### src/rtl/mem_access_unit.sv
// -----------------------------------------------------------------------------
// mem_access_unit
//
// Load/store initiator sitting between the Mem pipeline stage and a word-wide
// data memory (synchronous write, asynchronous read, indexed by addr[12:2]).
//
//   * Word, halfword and byte loads complete combinationally. The selected
//     little-endian lane is sign- or zero-extended.
//   * Aligned word stores write at the current edge.
//   * Sub-word stores use a two-cycle read-modify-write. The first cycle stalls
//     the pipeline and captures the old word. The second cycle writes the
//     merged word.
//   * Misaligned requests are flagged, suppressed and counted. The counter
//     saturates.
//
// Ports
//   clk, rst       rising-edge clock, synchronous active-high reset
//   Mem_ALUout     effective byte address
//   Mem_datain     store data (low byte/half used for sub-word stores)
//   Mem_MemRd      load request
//   Mem_MemWr      store request (wins if both requests are asserted)
//   Mem_Size       00 byte, 01 half, 10/11 word
//   Mem_Unsigned   1 = zero-extend load, 0 = sign-extend load
//   Mem_Do         extended load result
//   Mem_Stall      freeze the upstream pipeline this cycle
//   Mem_AddrErr    current request is misaligned
//   Mem_ErrCnt     saturating count of misaligned requests
//   dm_addr        data memory address
//   dm_wdata       data memory write data
//   dm_we          data memory write enable
//   dm_rdata       data memory asynchronous read data
// -----------------------------------------------------------------------------
module mem_access_unit #(
    parameter int ERR_CNT_W = 8
) (
    input  logic                 clk,
    input  logic                 rst,
    input  logic [31:0]          Mem_ALUout,
    input  logic [31:0]          Mem_datain,
    input  logic                 Mem_MemRd,
    input  logic                 Mem_MemWr,
    input  logic [1:0]           Mem_Size,
    input  logic                 Mem_Unsigned,
    output logic [31:0]          Mem_Do,
    output logic                 Mem_Stall,
    output logic                 Mem_AddrErr,
    output logic [ERR_CNT_W-1:0] Mem_ErrCnt,
    output logic [31:0]          dm_addr,
    output logic [31:0]          dm_wdata,
    output logic                 dm_we,
    input  logic [31:0]          dm_rdata
);

    typedef enum logic {
        IDLE   = 1'b0,
        RMW_WR = 1'b1
    } state_t;

    localparam logic [1:0] SIZE_BYTE = 2'b00;
    localparam logic [1:0] SIZE_HALF = 2'b01;

    state_t                 state, state_next;
    logic [31:0]            hold_addr;
    logic [31:0]            hold_word;
    logic [15:0]            hold_data;
    logic [1:0]             hold_size;
    logic [ERR_CNT_W-1:0]   err_cnt;

    logic                   is_byte, is_half, is_word;
    logic                   misaligned;
    logic                   addr_err;
    logic                   rmw_start;
    logic [7:0]             ld_byte;
    logic [15:0]            ld_half;
    logic [31:0]            ld_value;
    logic [31:0]            lane_mask;
    logic [31:0]            lane_data;
    logic [31:0]            merged_word;

    // Request decode. Size 11 is reserved and behaves as a word access.
    assign is_byte = (Mem_Size == SIZE_BYTE);
    assign is_half = (Mem_Size == SIZE_HALF);
    assign is_word = !is_byte && !is_half;

    assign misaligned = (is_half && Mem_ALUout[0]) ||
                        (is_word && (Mem_ALUout[1:0] != 2'b00));

    // Alignment is only judged in IDLE. In RMW_WR the inputs still show the
    // instruction that was already accepted.
    assign addr_err  = (state == IDLE) && (Mem_MemRd || Mem_MemWr) && misaligned;
    assign rmw_start = (state == IDLE) && Mem_MemWr && !misaligned && !is_word;

    // Load lane selection, little-endian.
    always_comb begin
        case (Mem_ALUout[1:0])
            2'd0:    ld_byte = dm_rdata[7:0];
            2'd1:    ld_byte = dm_rdata[15:8];
            2'd2:    ld_byte = dm_rdata[23:16];
            default: ld_byte = dm_rdata[31:24];
        endcase
        ld_half = Mem_ALUout[1] ? dm_rdata[31:16] : dm_rdata[15:0];

        if (is_byte) begin
            ld_value = {{24{!Mem_Unsigned && ld_byte[7]}}, ld_byte};
        end else if (is_half) begin
            ld_value = {{16{!Mem_Unsigned && ld_half[15]}}, ld_half};
        end else begin
            ld_value = dm_rdata;
        end
    end

    // RMW merge. Replicate the new data across all lanes, then keep only the
    // target lane of it.
    always_comb begin
        if (hold_size == SIZE_BYTE) begin
            lane_mask = 32'h0000_00FF << {hold_addr[1:0], 3'b000};
            lane_data = {4{hold_data[7:0]}};
        end else begin
            lane_mask = 32'h0000_FFFF << {hold_addr[1], 4'b0000};
            lane_data = {2{hold_data}};
        end
        merged_word = (hold_word & ~lane_mask) | (lane_data & lane_mask);
    end

    // Next-state and output logic.
    // NOTE: every output gets a default before any branch. A path that leaves
    // a signal unassigned in always_comb would infer a latch.
    always_comb begin
        state_next  = state;
        Mem_Do      = 32'h0;
        Mem_Stall   = 1'b0;
        Mem_AddrErr = 1'b0;
        dm_addr     = Mem_ALUout;
        dm_wdata    = Mem_datain;
        dm_we       = 1'b0;

        case (state)
            IDLE: begin
                if (addr_err) begin
                    Mem_AddrErr = 1'b1;
                end else if (Mem_MemWr) begin
                    if (is_word) begin
                        dm_we = 1'b1;
                    end else begin
                        Mem_Stall  = 1'b1;
                        state_next = RMW_WR;
                    end
                end else if (Mem_MemRd) begin
                    Mem_Do = ld_value;
                end
            end
            RMW_WR: begin
                dm_addr    = hold_addr;
                dm_wdata   = merged_word;
                dm_we      = 1'b1;
                state_next = IDLE;
            end
            default: state_next = IDLE;
        endcase

        // No write may reach the memory while reset is asserted.
        if (rst) begin
            dm_we = 1'b0;
        end
    end

    // NOTE: sequential state uses non-blocking assignments only, so every
    // register samples the values from before the edge.
    always_ff @(posedge clk) begin
        if (rst) begin
            state     <= IDLE;
            hold_addr <= 32'h0;
            hold_word <= 32'h0;
            hold_data <= 16'h0;
            hold_size <= 2'b00;
            err_cnt   <= '0;
        end else begin
            state <= state_next;
            if (rmw_start) begin
                hold_addr <= Mem_ALUout;
                hold_word <= dm_rdata;
                hold_data <= Mem_datain[15:0];
                hold_size <= Mem_Size;
            end
            if (addr_err && (err_cnt != '1)) begin
                err_cnt <= err_cnt + ERR_CNT_W'(1);
            end
        end
    end

    assign Mem_ErrCnt = err_cnt;

endmodule

### config.mk
export PLATFORM = sky130hd
export DESIGN_NAME = mem_access_unit
export DESIGN_NICKNAME = d
export VERILOG_FILES = /design/src/rtl/mem_access_unit.sv
export SDC_FILE = /design/constraint.sdc
export NUM_CORES = 1
export LEC_CHECK = 0
export CAP_MARGIN = 30
export CORE_UTILIZATION = 25
export CTS_CLUSTER_DIAMETER = 200
export DETAILED_ROUTE_END_ITERATION = 8
export PLACE_DENSITY_LB_ADDON = 0.1
export SYNTH_ARGS = -nofsm -noshare
export SYNTH_HDL_FRONTEND = slang
export SYNTH_SLANG_ARGS = --single-unit
### constraint.sdc
create_clock -name clk -period 1.7 [get_ports clk]
set_input_delay 0.17 -clock clk [delete_from_list [all_inputs] [get_ports clk]]
set_output_delay 0.17 -clock clk [all_outputs]
set_load 0.03 [all_outputs]
==> flow_summary.html, run 1 <==
<table>
<tr><th>Metric</th><th>Value</th></tr>
<tr><th colspan="2">Synth</th></tr>
<tr><td>Fraction of post-synthesis cell area in the top cell type by area</td><td>0.357</td></tr>
<tr><td>Mean instance size in the synthesized netlist</td><td>7.53 um2</td></tr>
<tr><td>Count of unique library cells instantiated by Yosys</td><td>46</td></tr>
<tr><td>Combined area of all synthesized cells</td><td>0.00510 mm2</td></tr>
<tr><td>Post-synth EDFFs</td><td>0</td></tr>
<tr><td>Portion of the post-synthesis area used by sequential elements</td><td>0.357</td></tr>
<tr><td>Largest cells by area after synthesis</td><td>dfxtp_1 (36%), nand2_1 (13%), a21oi_1 (12%)</td></tr>
<tr><td>Post-synthesis sequential element count</td><td>91</td></tr>
<tr><td>Yosys warning total</td><td>0</td></tr>
<tr><td>Post-synth top flop</td><td>dfxtp_1</td></tr>
<tr><td>Post-Syn Nets</td><td>781</td></tr>
<tr><td>Share of flip-flops with an asynchronous set or reset after synthesis</td><td>0</td></tr>
<tr><td>Post-synthesis instance total</td><td>677</td></tr>
<tr><td>Area leader, netlist</td><td>dfxtp_1</td></tr>
<tr><th colspan="2">Global routing</th></tr>
<tr><td>First-pass GRT wire length</td><td>33700 um</td></tr>
<tr><td>All-Layer GR Usage</td><td>0.212</td></tr>
<tr><td>Number of antenna violations at the first check in global routing</td><td>0</td></tr>
<tr><td>Vias in the first global route</td><td>6255</td></tr>
<tr><td>Maximum number of pins on one net before global-route repair</td><td>55</td></tr>
<tr><td>Total congestion overflow after global routing</td><td>0</td></tr>
<tr><th colspan="2">Power and ir drop</th></tr>
<tr><td>Switching Share</td><td>0.307</td></tr>
<tr><td>Total design power</td><td>6.85 mW</td></tr>
<tr><td>Clock Power Share</td><td>0.320</td></tr>
<tr><td>Share of power burned in combinational logic</td><td>0.347</td></tr>
<tr><td>Flop pwr share</td><td>0.333</td></tr>
<tr><td>Power density over the cells</td><td>587 mW/mm2</td></tr>
<tr><td>Cell internal power dissipation</td><td>4.75 mW</td></tr>
<tr><td>Leakage</td><td>4.76 nW</td></tr>
<tr><td>Largest voltage drop on the vdd net</td><td>0.556 mV</td></tr>
<tr><td>Net load switching power</td><td>2.10 mW</td></tr>
<tr><th colspan="2">Clock network</th></tr>
<tr><td>Number of buffers created by CTS</td><td>9</td></tr>
<tr><td>Clock latency reported for the late side of the worst-skew pair</td><td>0.34 ns</td></tr>
<tr><td>Sinks on Clock Net</td><td>91</td></tr>
<tr><td>Clock slew at reported path FFs</td><td>0.06 ns</td></tr>
<tr><td>Max Root-Sink Buffers</td><td>2</td></tr>
<tr><td>Clock root cell</td><td>clkbuf_16</td></tr>
<tr><td>TritonCTS clock tree</td><td>yes</td></tr>
<tr><td>Hold-fix buffers, CTS</td><td>0</td></tr>
<tr><td>Clock H-tree levels</td><td>3</td></tr>
<tr><th colspan="2">STA</th></tr>
<tr><td>Unrepaired setup endpoints after global routing</td><td>true</td></tr>
<tr><td>Final count of pins violating max slew</td><td>0</td></tr>
<tr><td>Worst slew margin relative to its limit</td><td>0.695</td></tr>
<tr><td>Maximum operating frequency</td><td>476 MHz</td></tr>
<tr><td>Final period utilization</td><td>1.24</td></tr>
<tr><td>Slew @ Worst Pin</td><td>0.458 ns</td></tr>
<tr><td>Crit path setup slack, layout</td><td>-0.402 ns</td></tr>
<tr><td>Final TNS setup</td><td>-22.18 ns</td></tr>
<tr><td>Total setup violations reported at the end of the flow</td><td>166</td></tr>
<tr><td>Hold Vio Cnt, Final</td><td>0</td></tr>
<tr><td>Worst clock skew</td><td>0.00670 ns</td></tr>
<tr><td>Post-route minimum period</td><td>2.10 ns</td></tr>
<tr><th colspan="2">Final layout</th></tr>
<tr><td>Most common cell after layout, fill and taps aside</td><td>buf_6</td></tr>
<tr><td>Net count reported at finish</td><td>1104</td></tr>
<tr><td>Number of diodes added for antenna fixing</td><td>0</td></tr>
<tr><td>Final core utilization</td><td>0.592</td></tr>
<tr><td>Top library cells by usage in the layout, fill and taps aside</td><td>buf_6 (103), clkdlybuf4s50_1 (97), a21oi_2 (94)</td></tr>
<tr><td>Layout cells sized above 1</td><td>0.620</td></tr>
<tr><td>Multi-input logic area</td><td>0.00481 mm2</td></tr>
<tr><td>Number of filler instances in the final layout</td><td>1623</td></tr>
<tr><td>Relative area change from synthesis to final layout</td><td>129%</td></tr>
<tr><td>Area of all sequential standard cells</td><td>0.00184 mm2</td></tr>
<tr><th colspan="2">Placement</th></tr>
<tr><td>HPWL Detailed</td><td>14900 um</td></tr>
<tr><td>Worst setup slack after placement</td><td>-0.864 ns</td></tr>
<tr><td>Port-buffer cells</td><td>209</td></tr>
<tr><td>Final estimated routing congestion in global placement</td><td>0.806</td></tr>
<tr><th colspan="2">Worst setup path</th></tr>
<tr><td>Data arrival time at the worst-slack endpoint</td><td>1.93 ns</td></tr>
<tr><td>Maximum fanout along the worst path</td><td>5</td></tr>
<tr><td>Crit path launch type</td><td>register</td></tr>
<tr><td>Critical Setup Path Class</td><td>reg -&gt; out</td></tr>
<tr><td>Required time worst endpoint</td><td>1.53 ns</td></tr>
<tr><td>Endpoint type of the worst setup path</td><td>primary output</td></tr>
<tr><th colspan="2">Die</th></tr>
<tr><td>DIE AREA</td><td>0.0210 mm2</td></tr>
<tr><td>Die X</td><td>145 um</td></tr>
<tr><td>Number of standard-cell rows in the floorplan</td><td>51</td></tr>
<tr><td>Boundary Pins</td><td>210</td></tr>
<tr><td>Die outline height</td><td>145 um</td></tr>
<tr><td>Starting utilization of the core area</td><td>0.259</td></tr>
<tr><td>Core area</td><td>0.0197 mm2</td></tr>
<tr><th colspan="2">Min path</th></tr>
<tr><td>Hold Path Class</td><td>in -&gt; reg</td></tr>
<tr><th colspan="2">Route</th></tr>
<tr><td>Wire length per cell after detailed routing</td><td>18.9 um</td></tr>
<tr><td># DRC</td><td>0</td></tr>
<tr><td>Number of iterations in the first detailed-routing pass</td><td>4</td></tr>
<tr><td>Antenna Nets Post-Route</td><td>0</td></tr>
<tr><td>Violation count after the first detailed-route iteration</td><td>242</td></tr>
<tr><td>Final wirelength</td><td>24000 um</td></tr>
<tr><td>Number of vias in the routed layout</td><td>6245</td></tr>
<tr><td>Number of vias per cell after detailed routing</td><td>4.92</td></tr>
<tr><th colspan="2">Run status</th></tr>
<tr><td>Status</td><td>finished, violations left</td></tr>
<tr><td>Violations in the final reports</td><td>setup timing</td></tr>
<tr><th colspan="2">Job</th></tr>
<tr><td>Max-cap violations</td><td>0</td></tr>
</table>
power groups by stage:
stage	Combinational (mW)	Clock [mW]	Sequential [mW]
floorplan	0.786	0	2.29
global placement	1.62	0	2.30
detailed placement	1.63	0	2.30
CTS	2.01	2.22	2.27
global route	2.50	2.29	2.29
finish	2.38	2.19	2.28
flip-flops by register name, indices dropped and copies added, names as in the netlist:
register / cells
hold_word: 32
hold_addr: 32
hold_size: 2
hold_data: 16
Mem_ErrCnt: 8
state: 1
timing repair:
| item | in CTS | in global routing |
|---|---|---|
| gates resized for setup | 538 | 347 |
| setup buffers | 38 | 20 |
| cloned | 13 | 15 |
| pin swaps | 96 | 140 |
| endpoints found under the setup margin | 156 | 188 |
per-layer routing:
| metal | track usage | share of wire | up-vias | wire length, um |
|---|---|---|---|---|
| met1 | 0.248 | 0.40 | 3074 | 9670 |
| met5 | 0 | 0 | - | 0 |
| met3 | 0.0342 | 0.043 | 35 | 1040 |
| met4 | 0.0620 | 0.020 | 0 | 469 |
| met2 | 0.393 | 0.53 | 148 | 12800 |
| li1 | - | - | 2988 | - |
synthesized netlist by cell type (3+ instances only):
library cell,n
buf_1,3
buf_2,12
a21oi_1,119
mux4_2,7
o22ai_1,15
clkbuf_1,31
nor2_1,40
nor3_1,9
nand3_1,5
o21ai_0,29
nor2b_1,4
mux2_2,47
inv_1,24
dfxtp_1,91
a311oi_1,3
nand4_1,3
nand2_1,177
mux2i_1,24
metrics by stage:
step | hold WS (ns) | area [um2] | cells
2_1_floorplan | 0.286 | 5200 | 677
3_3_place_gp | 0.439 | 8120 | 1181
3_5_place_dp | 0.446 | 8120 | 1181
4_1_cts | 0.186 | 10100 | 1246
5_1_grt | 0.203 | 11700 | 1270
6_report | 0.186 | 11700 | 1270
logic make-up after synthesis:
family,count (synthesis),synth area share
AO/OA/AOI/OAI,182,0.195
adder cells (fa/ha/maj),1,0.00245
buffers and inverters,75,0.0606
flip-flops,91,0.357
multiplexers,79,0.187
AND/OR/NAND/NOR,249,0.198
worst paths after layout:
path                                   start       endpoint  slack, ns  cells past startpoint
worst max-delay path            hold_size[0]   dm_wdata[25]      -0.40                      6
worst max register to register         state  hold_data[14]      -0.12                     11
worst min-delay path                     rst  Mem_ErrCnt[0]       0.19                      2
worst min register to register  hold_addr[9]   hold_addr[9]       0.45                      2
cell type report:
class,instances,area share
Clock buffer,12,0.0211
Sequential cell,91,0.157
Clock inverter,4,0.00633
Timing Repair Buffer,361,0.365
Tap cell,265,0.0284
Inverter,26,0.00922
Multi-Input combinational cell,511,0.412
worst max-delay path, cell delays in order (launching register included):
cell,delay [ns]
dfxtp_4,0.36
nor2_4,0.20
buf_12,0.18
mux2i_4,0.31
o21ai_2,0.11
mux2_4,0.29
buf_12,0.14
No activity file was read; power rests on OpenSTA's default activity.
==> inputs of run 2 (changes only) <==
--- a/config.mk
+++ b/config.mk
@@ -5,7 +5,6 @@
 export SDC_FILE = /design/constraint.sdc
 export NUM_CORES = 1
 export LEC_CHECK = 0
-export CAP_MARGIN = 30
 export CORE_UTILIZATION = 25
 export CTS_CLUSTER_DIAMETER = 200
 export DETAILED_ROUTE_END_ITERATION = 8
==> results of run 2 <==
Final layout, timing and power as in run 1 (identical DEF).
